--- src/rtl/mem_pkg.sv ---
// mem_pkg: shared FSM state, branch codes and default parameters for the MEM stage
package mem_pkg;
   typedef enum logic {IDLE, ACCESS} state_t;
   localparam logic [1:0] BR_NONE = 2'b00;
   localparam logic [1:0] BR_BEQ = 2'b01;
   localparam logic [1:0] BR_BNE = 2'b10;
   localparam int TIMEOUT_CYC_DEF = 255;
   localparam logic [31:0] ERR_DATA_DEF = 32'hDEAD_BEEF;
endpackage

--- src/rtl/mem_watchdog.sv ---
// mem_watchdog: counts enabled cycles and flags the cycle in which the limit is reached
module mem_watchdog import mem_pkg::*; #(
   parameter int TIMEOUT_CYC = TIMEOUT_CYC_DEF
) (
   input  logic clk,
   input  logic rst,
   input  logic clear,
   input  logic enable,
   output logic expired
);
   localparam int W = $clog2(TIMEOUT_CYC + 1);
   logic [W-1:0] cnt;
   // cnt holds the number of earlier cycles, so the Nth enabled cycle sees N-1
   assign expired = enable & (cnt == W'(TIMEOUT_CYC - 1));
   always_ff @(posedge clk or negedge rst)
      if (!rst) cnt <= '0;
      else cnt <= clear ? '0 : enable ? cnt + 1'b1 : cnt;
endmodule

--- src/rtl/mem_access.sv ---
// mem_access: MEM pipeline stage with stalling data-memory handshake, watchdog and branch resolve
module mem_access import mem_pkg::*; #(
   parameter int TIMEOUT_CYC = TIMEOUT_CYC_DEF,
   parameter logic [31:0] ERR_DATA = ERR_DATA_DEF
) (
   input  logic        clk,
   input  logic        rst,
   input  logic        in_valid,
   input  logic [31:2] fourPC,
   input  logic [1:0]  jump,
   input  logic [1:0]  branch,
   input  logic        memRead,
   input  logic        memWrite,
   input  logic [1:0]  memToReg,
   input  logic        regWrite,
   input  logic [31:0] beqInstruction,
   input  logic        zero,
   input  logic [31:0] aluResult,
   input  logic [31:0] readData2,
   input  logic [5:0]  writeDataReg,
   output logic        dm_req,
   output logic        dm_we,
   output logic [31:2] dm_addr,
   output logic [31:0] dm_wdata,
   input  logic [31:0] dm_rdata,
   input  logic        dm_ack,
   output logic        stall,
   output logic        pcSrc,
   output logic [31:0] branchTarget,
   output logic        bus_err,
   output logic        out_valid,
   output logic        out_regWrite,
   output logic [1:0]  out_memToReg,
   output logic [31:0] out_aluResult,
   output logic [31:0] out_readData,
   output logic [5:0]  out_writeDataReg,
   output logic [31:2] out_fourPC,
   output logic [1:0]  out_jump
);
   state_t state, state_nx;
   logic accept_mem, accept_alu, done, timeout;
   logic req_load, req_reg_write;
   logic [1:0] req_mem_to_reg, req_jump;
   logic [31:0] req_alu_result;
   logic [5:0] req_write_reg;
   logic [31:2] req_four_pc;
   assign branchTarget = beqInstruction;
   always_comb begin
      accept_mem = (state == IDLE) & in_valid & (memRead | memWrite);
      accept_alu = (state == IDLE) & in_valid & ~(memRead | memWrite);
      done = (state == ACCESS) & (dm_ack | timeout);
      stall = accept_mem | ((state == ACCESS) & ~dm_ack & ~timeout);
      pcSrc = in_valid & (state == IDLE) & (((branch == BR_BEQ) & zero) | ((branch == BR_BNE) & ~zero));
      state_nx = accept_mem ? ACCESS : done ? IDLE : state;
   end
   always_ff @(posedge clk or negedge rst)
      if (!rst) state <= IDLE;
      else state <= state_nx;
   mem_watchdog #(.TIMEOUT_CYC(TIMEOUT_CYC)) u_wd (
      .clk(clk), .rst(rst), .clear((state != ACCESS) | done),
      .enable(state == ACCESS), .expired(timeout)
   );
   // a simultaneous read+write is a write, so only a pure read counts as a load
   always_ff @(posedge clk or negedge rst)
      if (!rst) begin
         {dm_req, dm_we, dm_addr, dm_wdata, bus_err} <= '0;
         {req_load, req_reg_write, req_mem_to_reg, req_jump} <= '0;
         {req_alu_result, req_write_reg, req_four_pc} <= '0;
      end else begin
         if (accept_mem) begin
            dm_req <= 1'b1;
            dm_we <= memWrite;
            dm_addr <= aluResult[31:2];
            dm_wdata <= readData2;
            req_load <= memRead & ~memWrite;
            req_reg_write <= regWrite;
            req_mem_to_reg <= memToReg;
            req_jump <= jump;
            req_alu_result <= aluResult;
            req_write_reg <= writeDataReg;
            req_four_pc <= fourPC;
         end else if (done) begin
            dm_req <= 1'b0;
            dm_we <= 1'b0;
         end
         bus_err <= bus_err | (done & ~dm_ack);
      end
   always_ff @(posedge clk or negedge rst)
      if (!rst) begin
         {out_valid, out_regWrite, out_memToReg, out_aluResult} <= '0;
         {out_readData, out_writeDataReg, out_fourPC, out_jump} <= '0;
      end else if (accept_alu) begin
         out_valid <= 1'b1;
         out_regWrite <= regWrite;
         out_memToReg <= memToReg;
         out_aluResult <= aluResult;
         out_readData <= '0;
         out_writeDataReg <= writeDataReg;
         out_fourPC <= fourPC;
         out_jump <= jump;
      end else if (done) begin
         out_valid <= 1'b1;
         out_regWrite <= req_reg_write;
         out_memToReg <= req_mem_to_reg;
         out_aluResult <= req_alu_result;
         out_readData <= ~req_load ? '0 : dm_ack ? dm_rdata : ERR_DATA;
         out_writeDataReg <= req_write_reg;
         out_fourPC <= req_four_pc;
         out_jump <= req_jump;
      end else begin
         out_valid <= 1'b0;
         out_regWrite <= 1'b0;
      end
endmodule

--- config.mk ---
export PLATFORM = sky130hd
export DESIGN_NAME = mem_access
export DESIGN_NICKNAME = d
export VERILOG_FILES = /design/src/rtl/mem_pkg.sv /design/src/rtl/mem_watchdog.sv /design/src/rtl/mem_access.sv
export SDC_FILE = /design/constraint.sdc
export NUM_CORES = 1
export LEC_CHECK = 0
export CAP_MARGIN = 20
export CORE_UTILIZATION = 45
export CTS_CLUSTER_SIZE = 28
export DETAILED_ROUTE_END_ITERATION = 6
export PLACE_DENSITY = 0.82
export REMOVE_ABC_BUFFERS = 1
export SYNTH_ARGS = -nofsm -noshare
export SYNTH_HDL_FRONTEND = slang
export SYNTH_HIERARCHICAL = 1
export SYNTH_SLANG_ARGS = --single-unit
--- constraint.sdc ---
create_clock -name clk -period 3.01 [get_ports clk]
set_input_delay 0.602 -clock clk [delete_from_list [all_inputs] [get_ports clk]]
set_output_delay 0.602 -clock clk [all_outputs]
set_load 0.01 [all_outputs]
### Word-level counts from Yosys, hierarchy flattened

Cells that the tools add are included.

* add/subtract/negate cells: 1
* equality and inequality tests: 3
* multiplexer cells: 23
* bitwise logic cells: 24
* reductions and logical operators: 3

Operators by type and width (number)
* $mux 32: 6
* $mux 30: 2
* $mux 8: 2
* $and 1x1->1: 12
* $mux 6: 2
* $add 8x1->8 const B: 1
* $eq 8x8->1 const B: 1
* $mux 2: 4
* $mux 1: 7
* $not 1->1: 6
* $or 1x1->1: 6
* $reduce_bool 2->1: 3
* $eq 2x1->1 const B: 1
* $eq 2x2->1 const B: 1

* flip-flop bits (word level): 253
* input bits: 178
* output and inout port bits: 205

### Logic depth before layout (Yosys ltp)

Gate-level depths: netlist of the first run.

* depth in word-level cells: 6
* depth in mapped cells: 10
* gate-level depth less buffers: 7

### Hierarchy

Netlist of the first run, hierarchy kept.

By module, submodules not included
* mem_access: instances 1, cells an instance 834, area each 9371.5 um^2, seq. area each 5380.2 um^2
* mem_watchdog: instances 1, cells an instance 41, area each 411.6 um^2, seq. area each 200.2 um^2

### Worst setup path before layout of the first run

No wires, ideal clock.

* path type: in2out
* from: input port dm_ack
* to: output port stall
* arrival: 1.391 ns
* data required time: 2.408 ns
* path slack: 1.017 ns
* stages: 5
* buffers on the path: 2
* path through: clkbuf_1 -> clkbuf_1 -> nor2_1 -> nand2_1 -> o21ai_0

* longest elaborated chain between the ends: 4

RTL lines
* start: declaration: line mem_access.sv:26 `input logic dm_ack,`
* $not 1->1: line mem_access.sv:52 `stall = accept_mem | ((state == ACCESS) & ~dm_ack & ~timeout);`
* $and 1x1->1 (2 in series): line mem_access.sv:52
* $or 1x1->1: line mem_access.sv:52
* end: declaration: line mem_access.sv:27 `output logic stall,`

Every way passes these cells.

### Worst setup path in the final report of the first run

* from: register u_wd.cnt[0]
* to: output port stall

* longest elaborated chain between the ends: 5

RTL lines
* start: declaration: line mem_watchdog.sv:12 `logic [W-1:0] cnt;`
* start signal: assignment: line mem_watchdog.sv:17 `else cnt <= clear ? '0 : enable ? cnt + 1'b1 : cnt;`
* $eq 8x8->1: line mem_watchdog.sv:14 `assign expired = enable & (cnt == W'(TIMEOUT_CYC - 1));`
* $and 1x1->1: line mem_watchdog.sv:14
* named net timeout: line mem_access.sv:41 `logic accept_mem, accept_alu, done, timeout;`
* $not 1->1: line mem_access.sv:52
* $and 1x1->1: line mem_access.sv:52
* $or 1x1->1: line mem_access.sv:52

The timed path passes the listed nets, and every way through them passes these cells.

==> results of run 1 <==
==> cell usage after synthesis <==
master      n  share of area
a211oi_1    1        0.00077
a21oi_1   162          0.083
a22o_1      4         0.0036
a32o_1     15          0.015
and3_1      1        0.00064
buf_1       1        0.00038
buf_2      21          0.011
buf_4      67          0.051
buf_6      13          0.015
clkbuf_1   19         0.0073
dfrtp_1   223           0.57
ha_1        2         0.0026
inv_1       3         0.0012
mux2_2    106           0.12
nand2_1    89          0.034
nand2b_1   25          0.016
nand3_1    11         0.0056
nand3b_1    1        0.00077
nand4_1     8         0.0051
nand4_4     1         0.0022
nor2_1     66          0.025
nor2_2     16          0.010
nor4b_4     1         0.0024
o211ai_1    1        0.00077
o21a_1      1        0.00077
o21ai_0     6         0.0031
o21ai_2     1        0.00090
o21bai_1    1        0.00077
or3_1       3         0.0019
or3b_2      1        0.00090
or4b_4      1         0.0014
xnor2_1     1        0.00090
xor2_1      3         0.0027
==> area by class of cell <==
type                       count  area share
sequential                   223       0.410
timing repair buffer         340       0.252
multi-input combinational    528       0.248
clock buffer                  33      0.0511
tap                          275      0.0253
clock inverter                11      0.0132
inverter                       3    0.000827
==> how the worst max path moves through the flow <==
stage,slack [ps],endpoint,from,cells past startpoint
2_1_floorplan,-1230,dm_addr[10],dm_req,3
3_3_place_gp,230,pcSrc,branch[1],4
3_5_place_dp,240,pcSrc,branch[1],4
4_1_cts,60,stall,u_wd/cnt[0],8
5_1_grt,10,stall,u_wd/cnt[0],8
6_report,160,stall,u_wd/cnt[0],8
==> critical path, cell delays in order (launching register included) <==
cell	delay, ps
dfrtp_1	440
inv_1	90
ha_1	150
nand4_1	100
nor2_2	230
nor2_1	70
nand2_1	80
o21ai_0	70
clkdlybuf4s50_1	510
==> through the flow <==
stage | TNS (ps) | worst slack (ps)
3_3_place_gp | 0 | 227
6_report | 0 | 161
2_1_floorplan | -163030 | -1230
4_1_cts | 0 | 57.9
3_5_place_dp | 0 | 237
5_1_grt | 0 | 12.1
==> power by group <==
part / leakage [nW] / internal [W] / switching, W
clock network: 0.436 / 0.00204 / 0.00118
registers: 2.69 / 0.00379 / 0.000485
logic: 2.59 / 0.00185 / 0.00130
==> routing by layer <==
metal / wire length (um) / vias to the layer above / track usage
li1: - / 3424 / -
met1: 10100 / 3726 / 0.285
met2: 12800 / 373 / 0.381
met3: 3060 / 52 / 0.0982
met4: 669 / 0 / 0.0653
met5: 0 / - / 0.00455
==> kinds of logic after synthesis <==
logic type | Yosys count | share of synthesized area
AO/OA/AOI/OAI | 192 | 0.109
multiplexers | 106 | 0.122
XOR/XNOR | 4 | 0.00358
adder cells (fa/ha/maj) | 2 | 0.00256
flip-flops | 223 | 0.570
AND/OR/NAND/NOR | 224 | 0.107
buffers and inverters | 124 | 0.0859
==> flow_summary.json, run 1 <==
{
  "fin_area_um2": 13600,
  "drt_drc_violations_left": 0,
  "cts_resized": 0,
  "grt_overflow": 0,
  "max_freq_mhz": 351,
  "r2r_end": "out_jump[0]",
  "slew_viol_final": 0,
  "crit_type": "register to output port",
  "multi_input_area_um2": 3380,
  "cts.path.max_buffers": 3,
  "finalPower_w": 0.0106,
  "fin_cells": 1413,
  "top_regs": "dm_wdata (32), out_aluResult (32), out_readData (32)",
  "via_per_inst": 5.36,
  "post-cts-setup-buffers": 0,
  "worstSetupEndpointType": "output port",
  "routed_wirelength_mm": 26.6,
  "core_um2": 21200,
  "ys.warnings.count": 6,
  "grt_setup_unrepaired": "no",
  "r2r_slack_ps": 860,
  "grt_pass1_wl_mm": 41.3,
  "worstMarginPinSlew_ps": 1020,
  "irDropWorstVdd_mv": 0.649,
  "diodes": 0,
  "synth_seq_cells": 223,
  "maxSlewHeadroom": 0.322,
  "io_buffer_count": 318,
  "hold_violations": 0,
  "hp-class": "input pin to async pin",
  "fin_hold_ws_ps": 54.4,
  "r2r_cells": 8,
  "place_inst": 1369,
  "regToRegStartpoint": "u_wd/cnt[0]",
  "cp_max_fo": 4,
  "die_area_um2": 22300,
  "start_util": 0.462,
  "power.density_nw_per_um2": 781,
  "detail-route-antenna-nets": 0,
  "outcome": "finished clean",
  "globalRouteTotalUtil": 0.235,
  "clk_pin_slew_ps": 60,
  "most-common-layout-cells": "clkdlybuf4s50_1 (317), dfrtp_1 (223), a21oi_1 (162)",
  "setup_viol": 0,
  "drive_gt1_frac": 0.169,
  "wire_per_inst_um": 18.8,
  "drt_iter0_markers": 317,
  "critPathLaunchType": "register",
  "boundaryPins": 383,
  "gp_congestion": 0.805,
  "required_ps": 2410,
  "clock_latency_ps": 510,
  "rows": 53,
  "synth_cell_types": 33,
  "clock-root-buffer": "clkbuf_16",
  "h-tree-depth": 1,
  "syn-instance-count": 875,
  "syn_avg_cell_area_um2": 11.2,
  "grt_max_degree": 76,
  "cts_buffers": 24,
  "fp.dieH_um": 149,
  "cellLeakagePower_nw": 5.72,
  "cts_tree": "done",
  "min_period_ps": 2850,
  "dpl.hpwl_mm": 17.8,
  "period_share": 0.946,
  "final_common_cell": "clkdlybuf4s50_1",
  "cts.sinks": 223,
  "dpl_cell_area_um2": 12700,
  "dr.pass1.iters": 5,
  "grt_pass1_vias": 7667,
  "antenna_found_initial": 0,
  "n_fill_cell": 1594,
  "area_growth_pct": 39.3,
  "seqCellArea_um2": 5580,
  "cp_data_arrival_time_ps": 2250,
  "die_w_um": 149,
  "ctsHoldBuffers": 0,
  "synth_area_um2": 9780,
  "cap_violations": 0,
  "clock_skew_ps": 6.09,
  "vias": 7575,
  "finalNetCount": 1300,
  "utilization": 0.644,
  "ys_seq_area_frac": 0.570
}
(Power assumes the default switching activity.)
==> inputs of run 2 (changes only) <==
CTS_BUF_LIST = sky130_fd_sc_hd__clkbuf_4 sky130_fd_sc_hd__clkbuf_8   (was default)
GPL_TIMING_DRIVEN = 0   (was default)
==> run 2 against run 1 <==
Worst setup slack improved by 38 ps. Fmax rose by 1.4%. Combinational power barely moved. Design area rose by 0.18%. Critical endpoint is now pcSrc.
==> flow_summary.json, run 2 (synthesized netlist as in run 1, its figures left out) <==
{
  "r2r_cells": 8,
  "path_buf_inv": 2,
  "top_regs": "dm_wdata (32), out_aluResult (32), out_readData (32)",
  "critPathLaunchType": "input pin",
  "detail-route-antenna-nets": 0,
  "critPathTopFamily": "buffers and inverters",
  "grt_max_degree": 119,
  "dpl.hpwl_mm": 17.6,
  "die_area_um2": 22300,
  "drive_gt1_frac": 0.187,
  "crit_path_max_incr_delay_ps": 550,
  "layout_setup_ws_ps": 200,
  "dr.pass1.iters": 4,
  "cpMaxStageDelayCell": "clkdlybuf4s50_1",
  "cap_violations": 0,
  "rows": 53,
  "outcome": "finished clean",
  "vias": 7529,
  "grt_pass1_wl_mm": 41.2,
  "clock_skew_ps": 18.3,
  "grt_overflow": 0,
  "hp-class": "input pin to async pin",
  "fin_hold_ws_ps": 111,
  "n_fill_cell": 1570,
  "required_ps": 2410,
  "finalPower_w": 0.0103,
  "drt_iter0_markers": 303,
  "cts_tree": "done",
  "antenna_found_initial": 0,
  "gp_congestion": 0.782,
  "cts.path.max_buffers": 3,
  "min_period_ps": 2810,
  "worstPathCellList": "clkdlybuf4s50_1 -> or3b_2 -> a21oi_1 -> clkdlybuf4s50_1",
  "cellLeakagePower_nw": 5.74,
  "via_per_inst": 5.27,
  "clk_pin_slew_ps": 60,
  "diodes": 0,
  "finalNetCount": 1310,
  "grt_setup_unrepaired": "no",
  "h-tree-depth": 2,
  "path_common_cell": "clkdlybuf4s50_1",
  "clock_latency_ps": 510,
  "die_w_um": 149,
  "hold_violations": 0,
  "area_growth_pct": 39.5,
  "grt_pass1_vias": 7759,
  "place_ws_ps": -370,
  "power.density_nw_per_um2": 754,
  "worstSetupEndpointType": "output port",
  "clock-root-buffer": "clkbuf_8",
  "io_buffer_count": 318,
  "drt_drc_violations_left": 0,
  "routed_wirelength_mm": 26.7,
  "worstMarginPinSlew_ps": 1050,
  "cp_max_fo": 2,
  "crit_type": "input pin to output port",
  "globalRouteTotalUtil": 0.237,
  "irDropWorstVdd_mv": 0.533,
  "start_util": 0.462,
  "maxSlewHeadroom": 0.297,
  "core_um2": 21200,
  "slew_viol_final": 0,
  "path_depth": 4,
  "max_freq_mhz": 356,
  "cts_buffers": 39,
  "period_share": 0.934,
  "ctsHoldBuffers": 0,
  "boundaryPins": 383,
  "setup_viol": 0,
  "wire_per_inst_um": 18.6,
  "cp_data_arrival_time_ps": 2210,
  "most-common-layout-cells": "clkdlybuf4s50_1 (315), dfrtp_1 (221), a21oi_1 (162)",
  "cts.sinks": 223,
  "fp.dieH_um": 149,
  "final_common_cell": "clkdlybuf4s50_1"
}
run 2: final cells by class:
class | count | area, um^2 | area share
multi-input combinational | 528 | 3390 | 0.249
clock buffer | 61 | 783 | 0.0574
sequential | 223 | 5590 | 0.409
timing repair buffer | 335 | 3500 | 0.256
tap | 275 | 344 | 0.0252
inverter | 3 | 11.3 | 0.000825
clock inverter | 5 | 32.5 | 0.00238
run 2: routing by layer:
layer	up-vias	GRT usage	share of wire
met5	-	0	0
met4	0	0.0607	0.014
met2	351	0.389	0.48
met1	3702	0.286	0.40
met3	33	0.0991	0.11
li1	3443	-	-
run 2: repair_timing:
item                       in CTS  in global routing
setup endpoints to repair       1                  1
setup buffers                   2                  0
cloned                          0                  0
resized for setup               7                  1
run 2: worst paths after layout:
check	slack (ps)	start	to
setup / recovery	200	branch[1]	pcSrc
hold / removal	110	rst	out_readData[18]
setup reg to reg	490	u_wd/cnt[0]	out_readData[22]
hold reg to reg	490	bus_err	bus_err
max in group asynchronous	1820	rst	dm_wdata[19]
min in group clk	490	bus_err	bus_err
run 2: power by group:
group	leakage, nW	switching [W]	total, W	internal, W
sequential	2.69	0.000492	0.00428	0.00379
clock	0.424	0.00119	0.00284	0.00165
combinational	2.63	0.00131	0.00317	0.00186
total	5.74	0.00299	0.0103	0.00730
run 2: through the flow:
stage	TNS, ps	cell area, um^2	util	std cells
after floorplan	-163030	8950	-	754
after global placement	-2448090	12500	0.590	1347
after detailed placement	-6380	12800	0.605	1362
after CTS	0	13600	0.645	1430
after global routing	0	13600	0.645	1430
final	0	13600	0.645	1430
run 2: worst reg2reg max path: stages (launching register included):
cell     delay, ps
dfrtp_2        410
inv_1           60
ha_1           180
nand4_1        140
nor2_4          60
o21a_4         370
buf_16         270
nor2_2         690
a22o_1         270
